**config.mk**
```make
export PLATFORM = sky130hd
export DESIGN_NAME = axi4_cmd_master
export DESIGN_NICKNAME = d
export VERILOG_FILES = /design/src/rtl/axi4_cmd_master.sv
export SDC_FILE = /design/constraint.sdc
export NUM_CORES = 1
export LEC_CHECK = 0
export ABC_CLOCK_PERIOD_IN_PS = 1600
export CORE_ASPECT_RATIO = 1.1
export CORE_MARGIN = 2
export CORE_UTILIZATION = 30
export DETAILED_ROUTE_END_ITERATION = 10
export PLACE_DENSITY = 0.82
export SYNTH_ARGS = -nofsm -noshare
export SYNTH_HDL_FRONTEND = slang
export SYNTH_SLANG_ARGS = --single-unit
```
**constraint.sdc**
```tcl
create_clock -name ACLK -period 1.6 [get_ports ACLK]
set_clock_uncertainty 0.05 [all_clocks]
set_input_delay 0.4 -clock ACLK [delete_from_list [all_inputs] [get_ports ACLK]]
set_output_delay 0.4 -clock ACLK [all_outputs]
set_load 0.1 [all_outputs]
```
**src/rtl/axi4_cmd_master.sv**
```systemverilog
// axi4_cmd_master: single-outstanding AXI4 master that turns
// command/stream requests into INCR bursts.
module axi4_cmd_master #(
  parameter int DATA_WIDTH = 32,
  parameter int ADDR_WIDTH = 16
) (
  input  logic                  ACLK,
  input  logic                  ARESETn,

  input  logic                  cmd_valid,
  output logic                  cmd_ready,
  input  logic                  cmd_write,
  input  logic [ADDR_WIDTH-1:0] cmd_addr,
  input  logic [7:0]            cmd_len,
  input  logic [2:0]            cmd_size,

  input  logic [DATA_WIDTH-1:0] wr_data,
  input  logic                  wr_valid,
  output logic                  wr_ready,

  output logic [DATA_WIDTH-1:0] rd_data,
  output logic                  rd_valid,
  output logic                  rd_last,
  input  logic                  rd_ready,

  output logic                  done_valid,
  output logic                  done_write,
  output logic [1:0]            done_resp,
  output logic                  done_len_err,

  output logic [ADDR_WIDTH-1:0] AWADDR,
  output logic [7:0]            AWLEN,
  output logic [2:0]            AWSIZE,
  output logic                  AWVALID,
  input  logic                  AWREADY,

  output logic [DATA_WIDTH-1:0] WDATA,
  output logic                  WVALID,
  output logic                  WLAST,
  input  logic                  WREADY,

  input  logic [1:0]            BRESP,
  input  logic                  BVALID,
  output logic                  BREADY,

  output logic [ADDR_WIDTH-1:0] ARADDR,
  output logic [7:0]            ARLEN,
  output logic [2:0]            ARSIZE,
  output logic                  ARVALID,
  input  logic                  ARREADY,

  input  logic [DATA_WIDTH-1:0] RDATA,
  input  logic [1:0]            RRESP,
  input  logic                  RVALID,
  input  logic                  RLAST,
  output logic                  RREADY
);

  localparam logic [2:0] SIZE_MAX = 3'($clog2(DATA_WIDTH/8));

  typedef enum logic [2:0] {
    IDLE, AW, W, B, AR, R, DONE
  } state_t;

  state_t                state;
  logic [ADDR_WIDTH-1:0] addr_q;
  logic [7:0]            len_q;
  logic [2:0]            size_q;
  logic [7:0]            beat_cnt;
  logic [1:0]            resp_q;
  logic                  write_q;
  logic                  len_err_q;
  logic                  over_q;
  logic                  awvalid_q;
  logic                  arvalid_q;

  logic in_w, in_r, in_b, in_done;
  logic last_beat, w_hs, r_hs;

  assign in_w      = (state == W);
  assign in_r      = (state == R);
  assign in_b      = (state == B);
  assign in_done   = (state == DONE);
  assign last_beat = (beat_cnt == len_q);
  assign w_hs      = in_w & wr_valid & WREADY;
  assign r_hs      = in_r & RVALID & rd_ready;

  assign cmd_ready = (state == IDLE);

  assign AWADDR  = addr_q;
  assign AWLEN   = len_q;
  assign AWSIZE  = size_q;
  assign AWVALID = awvalid_q;
  assign ARADDR  = addr_q;
  assign ARLEN   = len_q;
  assign ARSIZE  = size_q;
  assign ARVALID = arvalid_q;

  assign WVALID   = in_w & wr_valid;
  assign wr_ready = in_w & WREADY;
  assign WDATA    = in_w ? wr_data : '0;
  assign WLAST    = in_w & last_beat;

  assign BREADY = in_b;

  assign rd_valid = in_r & RVALID;
  assign RREADY   = in_r & rd_ready;
  assign rd_data  = in_r ? RDATA : '0;
  assign rd_last  = in_r & RLAST;

  assign done_valid   = in_done;
  assign done_write   = in_done & write_q;
  assign done_resp    = in_done ? resp_q : 2'b00;
  assign done_len_err = in_done & len_err_q;

  always_ff @(posedge ACLK or negedge ARESETn) begin
    if (!ARESETn) begin
      state     <= IDLE;
      addr_q    <= '0;
      len_q     <= '0;
      size_q    <= '0;
      beat_cnt  <= '0;
      resp_q    <= '0;
      write_q   <= 1'b0;
      len_err_q <= 1'b0;
      over_q    <= 1'b0;
      awvalid_q <= 1'b0;
      arvalid_q <= 1'b0;
    end else begin
      unique case (state)
        IDLE: begin
          if (cmd_valid) begin
            addr_q    <= cmd_addr;
            len_q     <= cmd_len;
            size_q    <= cmd_size;
            write_q   <= cmd_write;
            beat_cnt  <= '0;
            resp_q    <= 2'b00;
            len_err_q <= 1'b0;
            over_q    <= 1'b0;
            if (cmd_size > SIZE_MAX) begin
              resp_q <= 2'b10;
              state  <= DONE;
            end else if (cmd_write) begin
              awvalid_q <= 1'b1;
              state     <= AW;
            end else begin
              arvalid_q <= 1'b1;
              state     <= AR;
            end
          end
        end
        AW: begin
          if (AWREADY) begin
            awvalid_q <= 1'b0;
            state     <= W;
          end
        end
        W: begin
          if (w_hs) begin
            beat_cnt <= beat_cnt + 8'd1;
            if (last_beat) state <= B;
          end
        end
        B: begin
          if (BVALID) begin
            resp_q <= BRESP;
            state  <= DONE;
          end
        end
        AR: begin
          if (ARREADY) begin
            arvalid_q <= 1'b0;
            state     <= R;
          end
        end
        R: begin
          if (r_hs) begin
            beat_cnt <= beat_cnt + 8'd1;
            if (RRESP > resp_q) resp_q <= RRESP;
            // over_q survives beat_cnt wrap on very long overruns
            if (over_q || (RLAST && !last_beat)) len_err_q <= 1'b1;
            if (!RLAST && last_beat) over_q <= 1'b1;
            if (RLAST) state <= DONE;
          end
        end
        DONE: state <= IDLE;
        default: state <= IDLE;
      endcase
    end
  end

endmodule

```
After elaboration in Yosys (flattened, before gate mapping):

Cells that the tools add are included.

* register bits: 45
* bits of input ports: 107
* output and inout port bits: 133
* logic and storage cells: 105

* add/subtract/negate cells: 1
* order comparisons: 2
* eq/ne operators: 21
* multiplexer cells: 41
* bitwise gates (word level): 10
* reduce and logical (&&, ||, !) cells: 19

Operator list (number)
* $mux 32: 2
* $mux 3: 10
* $mux 8: 3
* $pmux 8 s3: 1
* $pmux 3 s6: 1
* $reduce_and 5->1: 3
* $ne 2x1->1 const B: 7
* $ne 2x2->1 const B: 7
* $mux 1: 13
* $mux 2: 6
* $reduce_and 4->1: 3
* $and 1x1->1: 10
* $eq 3x3->1 const B: 3
* $add 8x1->8 const B: 1
* $eq 8x8->1: 1
* $pmux 1 s2: 4
* $reduce_and 8->1: 1
* $eq 3x2->1 const B: 2
* $pmux 2 s3: 1
* $reduce_bool 2->1: 3
* $reduce_bool 3->1: 2
* $eq 3x1->1 const B: 1
* $gt 3x2->1 const B: 1
* $logic_not 3->1: 1
* 5 further kinds: 7

Depth between registers and ports, before layout:

* depth in word-level cells: 7
* mapped depth: 7
* mapped depth without buffers: 6

Least setup slack after synthesis:

OpenSTA, ideal clock, no wires.

* path kind: register -> output
* start: register len_q[5] (netlist: ARLEN[5])
* end: output port WLAST
* arrival time: 3.535 ns
* data required time: 1.150 ns
* setup slack: -2.385 ns
* stages on the path, launching flop included: 5
* path buffers: 0
* path through: dfrtp_1 > xor2_1 > nor4_1 > nand2_1 > nor3_1

* word-level cells in the longest chain between the ends: 2

RTL lines
* start, declared: RTL line 67 `logic [7:0] len_q;`
* start signal, assigned: RTL line 134 `len_q <= cmd_len;`
* $eq 8x8->1: RTL line 84 `assign last_beat = (beat_cnt == len_q);`
* $and 1x1->1: RTL line 102 `assign WLAST = in_w & last_beat;`
* end, declared: RTL line 39 `output logic WLAST,`

Every way passes these cells.

Final worst setup path:

* start: register beat_cnt[6]
* end: output port WLAST

* word-level cells in the longest chain between the ends: 2

RTL lines
* start, declared: RTL line 69 `logic [7:0] beat_cnt;`
* start signal, assigned: RTL line 161 `beat_cnt <= beat_cnt + 8'd1;`
* start signal, assigned: RTL line 179 `beat_cnt <= beat_cnt + 8'd1;`
* $eq 8x8->1: RTL line 84
* $and 1x1->1: RTL line 102

Every way passes these cells.

==> reports/summary.txt <==
Busiest grt layer: met2
Synthesized area per cell: 8.01 um2
Hold worst-path end: write_q
Critical Path Sink Type: output pin
Number of synthesized register bits: 45
DR vias: 4,398
Layout cell share with drive strength beyond 1: 67.3%
Clock transition at path regs: 110 ps
Final Hold Vio Count: 0
I/O Buffers: 239
Final WL: 22,300 um
Vias in the first global route: 4,596
Initial antenna violation count: 1
Final Max Tran Viols: 0
Failing checks: negative setup slack
Met1 GRT Util: 34.9%
DRT antenna net count: 0
Initial detailed-routing violation count: 286
First-pass GRT wire length: 27,200 um
Worst r2r src: state[1]
RD Place Congestion: 0.926
Synth warn: 0
Asr flop ratio synth: 100%
Starting density of the core: 30.7%
Setup WS post-layout: -689 ps
Hold crit path type: flip-flop to flip-flop
# rows: 37
Clock buffer depth: 2
Reg2reg path depth: 9
Grt met3 use: 6.06%
I/O Pins: 240
Overall routing resource usage: 33.7%
CTS HTree Levels: 2
Final min period: 2290 ps
Met2 Use GR: 67.1%
Critical path required time: 1150 ps
Post-synthesis cell type count: 40
Worst R2R Setup Slack: -550 ps
EDFF count, synth: 0
Status: finished, violations left
Placed insts: 724
Syn Inst Count: 359
Die ar.: 10,400 um2
Detail Placement HPWL: 10,400 um
Non-filler instance count after layout: 789
Critical Path Fanout Max: 2
Clock sinks: 45
Detailed-router iteration count before antenna repair: 5
Commonest cells after routing, fill and taps aside: buf_12 (148), clkdlybuf4s50_1 (104), and2_4 (72), buf_4 (49), nand2_1 (41)
Register area share after synthesis: 39.2%
Worst Path Arrival: 1840 ps
Final Net Count: 781
Worst slack, placed: -561 ps
Total CTS buffers: 5
Vias per cell: 5.57
Worst-margin pin slew: 469 ps
Tcrit/Tclk final: 143%
Antenna cells: 0
Die H: 107 um
Setup repair after global routing missed its margin: true
Core Area: 9350 um2
Top FF cell, synth: dfrtp_1
Pin count of the biggest net entering global routing: 28
Die width: 97.3 um
Synthesized Nets: 469
Synthesized area: 2880 um2
P&R area growth vs syn: 202%
Total gr overflow: 0
Critical path class: flip-flop to output pin
Wirelength per Cell: 28.2 um
Reg-to-Reg End: beat_cnt[7]
Clock Latency Late Sink: 320 ps
Utilization after layout: 92.9%
Worst hold path depth: 2
Fmax: 0.437 GHz
Finish-stage setup viols: 123
DRC: 0
Clock tree from TritonCTS: done
Hold path start: write_q
Root buffer cell: clkbuf_8
Relative slew slack: 68.8%
Commonest non-fill, non-tap cell in the layout: buf_12
Crit path launch type: flip-flop
Max cap viols: 0
## cell type report
class,instances,area [um2]
timing repair buffer,351,4990
clock buffer,6,72.6
inverter,5,18.8
clock inverter,2,15.0
fill,264,664
sequential,45,1170
multi-input combinational,263,2270
tap,117,146
## sequential cells by signal, indices dropped and copies added, names as in the netlist, 2 cells and up
| name | flops |
|---|---|
| ARADDR | 16 |
| ARLEN | 8 |
| ARSIZE | 3 |
| beat_cnt | 8 |
| resp_q | 2 |
| state | 3 |
## worst max path at each step
stage                 from          end  slack [ps]  depth (start not counted)
6_report       beat_cnt[6]        WLAST        -690                          5
5_1_grt           ARLEN[0]        WLAST        -720                          5
4_1_cts           ARLEN[0]        WLAST        -680                          5
3_5_place_dp      RRESP[1]    resp_q[0]        -560                          6
3_3_place_gp     cmd_valid  beat_cnt[7]        -490                          6
2_1_floorplan     ARLEN[5]        WLAST        -880                          4
## kinds of logic after synthesis
logic type	count (synthesis)	share of synthesized area, %
compound gates	38	8.66
mux	3	1.13
xor+xnor	8	2.44
buf+inv	51	10.6
fa+ha+maj	3	1.31
simple gates	211	36.7
flops	45	39.2
## critical path, cell delays in order (launching register included)
cell,delay [ps]
dfrtp_1,460
xor2_1,200
nor4_2,340
nand2_2,140
nor3_4,170
buf_12,200
## repair_timing
item                       4_1_cts  5_1_grt
gates cloned                    10        0
hold buffers                     1        0
setup endpoints to repair      115      122
resized for setup              102      120
pin swaps                       41       61
setup buffers                   38       23
hold endpoints to repair        12        0
## synthesized netlist by cell type (5+ instances only)
cell	number	area, um2
buf_4	28	210
dfrtp_1	45	1130
nand3_1	6	30.0
clkbuf_1	16	60.1
nor2_1	10	37.5
inv_1	5	18.8
a31oi_1	5	31.3
o21ai_0	12	60.1
nand2_1	96	360
xor2_1	8	70.1
nor3_1	9	45.0
and2_1	72	450
## per-layer routing
| layer | vias to the layer above | wire (um) |
|---|---|---|
| met5 | - | 13 |
| met4 | 2 | 1520 |
| met3 | 122 | 1710 |
| met2 | 364 | 11600 |
| met1 | 2139 | 7430 |
| li1 | 1771 | - |
## per-stage QoR
step / setup TNS, ps / instance area, um2 / hold WS, ps
floorplan: -34740 / 3320 / 54.4
global placement: -21470 / 7240 / 308
detailed placement: -25440 / 7240 / 316
CTS: -45320 / 8290 / 451
global route: -59460 / 8690 / 534
finish: -58160 / 8690 / 514
Power is left out: the tool's default activity adds up to more than one toggle a clock period on the data nets, which glitch-free logic cannot reach.
==> RTL change: new RTL, same settings <==
Set the parameter `ADDR_WIDTH` to 14 (it was 16).
--- a/src/rtl/axi4_cmd_master.sv
+++ b/src/rtl/axi4_cmd_master.sv
@@ -3,5 +3,5 @@
 module axi4_cmd_master #(
   parameter int DATA_WIDTH = 32,
-  parameter int ADDR_WIDTH = 16
+  parameter int ADDR_WIDTH = 14
 ) (
   input  logic                  ACLK,
Ports: changed (resized ARADDR, AWADDR and cmd_addr); port bits go from 240 to 234. The function was not compared with the original's and may differ.
==> RTL change against the original RTL <==
  * The flow still finishes with violations (negative setup slack)
  * Non-clock buffer count shrank 37
  * Worst hold slack worse by 0.51 ns
  * Sequential cell count decreased by 2
  * Area after synthesis shrank 1.7%
  * Wire length decreased by 28%
  * Worst setup slack improved by 0.035 ns
  * Maximum frequency is 1.6% higher
  * Cell area is 7.7% lower
  * First-iteration DRC count down 29%
  * Highest routed layer is now met4
Power is left out: the tool's default activity adds up to more than one toggle a clock period on the data nets, which glitch-free logic cannot reach.
==> RTL change: results (changes against the original RTL) <==
CTS root buf=clkbuf_8; post-synthesis sequential area ratio=38.1% (-1.1 points); failing checks=negative setup slack; FF-to-FF setup slack=-0.47 ns (+0.08 ns); Arr. time, crit path=1.80 ns (-0.04 ns); met3 Use GR=11.7% (+5.6 points); met1 Usage GRT=29.9% (-5.0 points); post-route setup TNS=-52.32 ns (+5.84 ns); nets@finish=680 (-13%); gr usage total=29.2% (-4.6 points); Rel. slew slack=75.5% (+6.7 points); insertion delay to the later sink of the worst-skew pair=0.31 ns; layout cell share with drive strength beyond 1=68.8% (+1.5 points); gpl congestion=0.814 (-12%); Post-Route WL=16.0 mm (-28%); vias in the first global route=3,899 (-15%); synth unique cells=48 (+20%); Starting DRT DRC Count=202 (-29%); initial antenna violation count=0 (-1); Final HPWL DP=9.83 mm (-5.1%); Critical R2R Capture=AWVALID; Fillers=409 (+55%); routed vias=3,598 (-18%); max reg flops=14 (-2); IO Port Bufs=233 (-2.5%); synth warn=0 (unchanged); DRT Pass-1 Iters=7 (+2); met2 Usage GRT=52.2% (-15 points); PnR worst setup slack=-0.654 ns (+0.0351 ns); # diodes=0 (unchanged); syn_nets=399 (-15%); Synth top cells by count=and2_1, dfrtp_1, buf_4; crit path max fanout=2 (unchanged); largest net degree at the start of global routing=44 (+57%); Min-Delay Path Class=in2async; global-route wire length before repair=22.4 mm (-17%); outcome=finished, violations left; top area cells in the synthesized netlist=dfrtp_1, and2_1, mux2_1; Setup-failing EPs final=120 (-2.4%); FF-to-FF path depth=9 (unchanged)
## RTL change: cell count changes in the layout (fill, tap and decap cells not counted), moves of 4 or more
cell,unedited run,this run
dfrtp_4,4,8
mux2_4,2,26
nand2_1,41,6
xor2_1,8,2
nor2_1,5,10
buf_6,40,21
nand2_4,25,0
buf_4,49,41
buf_12,148,136
nand2_2,28,1
nor3_4,7,3
dfrtp_2,25,20
xnor2_2,0,5
## RTL change: worst max-delay path by stage
| stage | startpoint | to | slack (ns) | cells past startpoint |
|---|---|---|---|---|
| global placement | RRESP[1] | resp_q[1] | -0.54 | 7 |
| finish | ARLEN[5] | WLAST | -0.65 | 4 |
| detailed placement | RRESP[1] | resp_q[1] | -0.63 | 7 |
| CTS | ARLEN[7] | WLAST | -0.57 | 4 |
| floorplan | ARLEN[4] | WLAST | -0.93 | 3 |
| global route | ARLEN[5] | WLAST | -0.70 | 4 |
## RTL change: final cells by class
class	count	share of cell area, %
clock buffers	6	1.03
clock inverters	2	0.437
inverters	7	0.328
multi-input cells	201	25.2
flip-flops and latches	43	14.1
well taps	117	1.83
repair buffers	314	57.1
## RTL change: stage by stage
stage	hold slack, ns	instances	setup slack, ns	utilization, %	cell area (µm²)
final	0.00896	690	-0.654	86.6	8020
after global routing	0.0269	690	-0.696	86.6	8020
after CTS	0.0227	683	-0.569	84.6	7830
after detailed placement	0.343	644	-0.627	76.6	7090
after global placement	0.342	644	-0.538	76.6	7090
after floorplan	0.0544	291	-0.926	-	3330
## RTL change: metal layers
metal	wire, µm	part of all wire [%]	vias to the layer above
li1	-	-	1521
met1	4900	31	1733
met2	8240	52	272
met3	1820	11	72
met4	1000	6.3	0
met5	0	0	-
## RTL change: kinds of logic (layout without fill, tap and decap cells)
logic type               count (synthesis)  after routing  synth area share [%]
XOR/XNOR                                10             10                  3.10
buffers and inverters                   47            329                  10.8
multiplexers                            27             27                  10.7
flip-flops                              43             43                  38.1
AND/OR/NAND/NOR                        122            122                  26.2
adder cells (fa/ha/maj)                  3              3                  1.33
AO/OA/AOI/OAI                           39             39                  9.74
## RTL change: what timing repair did
item                                   CTS  global route
pin swaps                               13            16
endpoints found under the hold margin    0             0
resized for setup                       52            40
buffers inserted                        22            17
setup endpoints to repair              119           128
gates cloned                             9             2
## RTL change: critical path, stage by stage (launching register included)
cell     delay (ns)
dfrtp_4        0.49
xnor2_1        0.23
nand4_1        0.24
nor4_4         0.32
buf_12         0.22
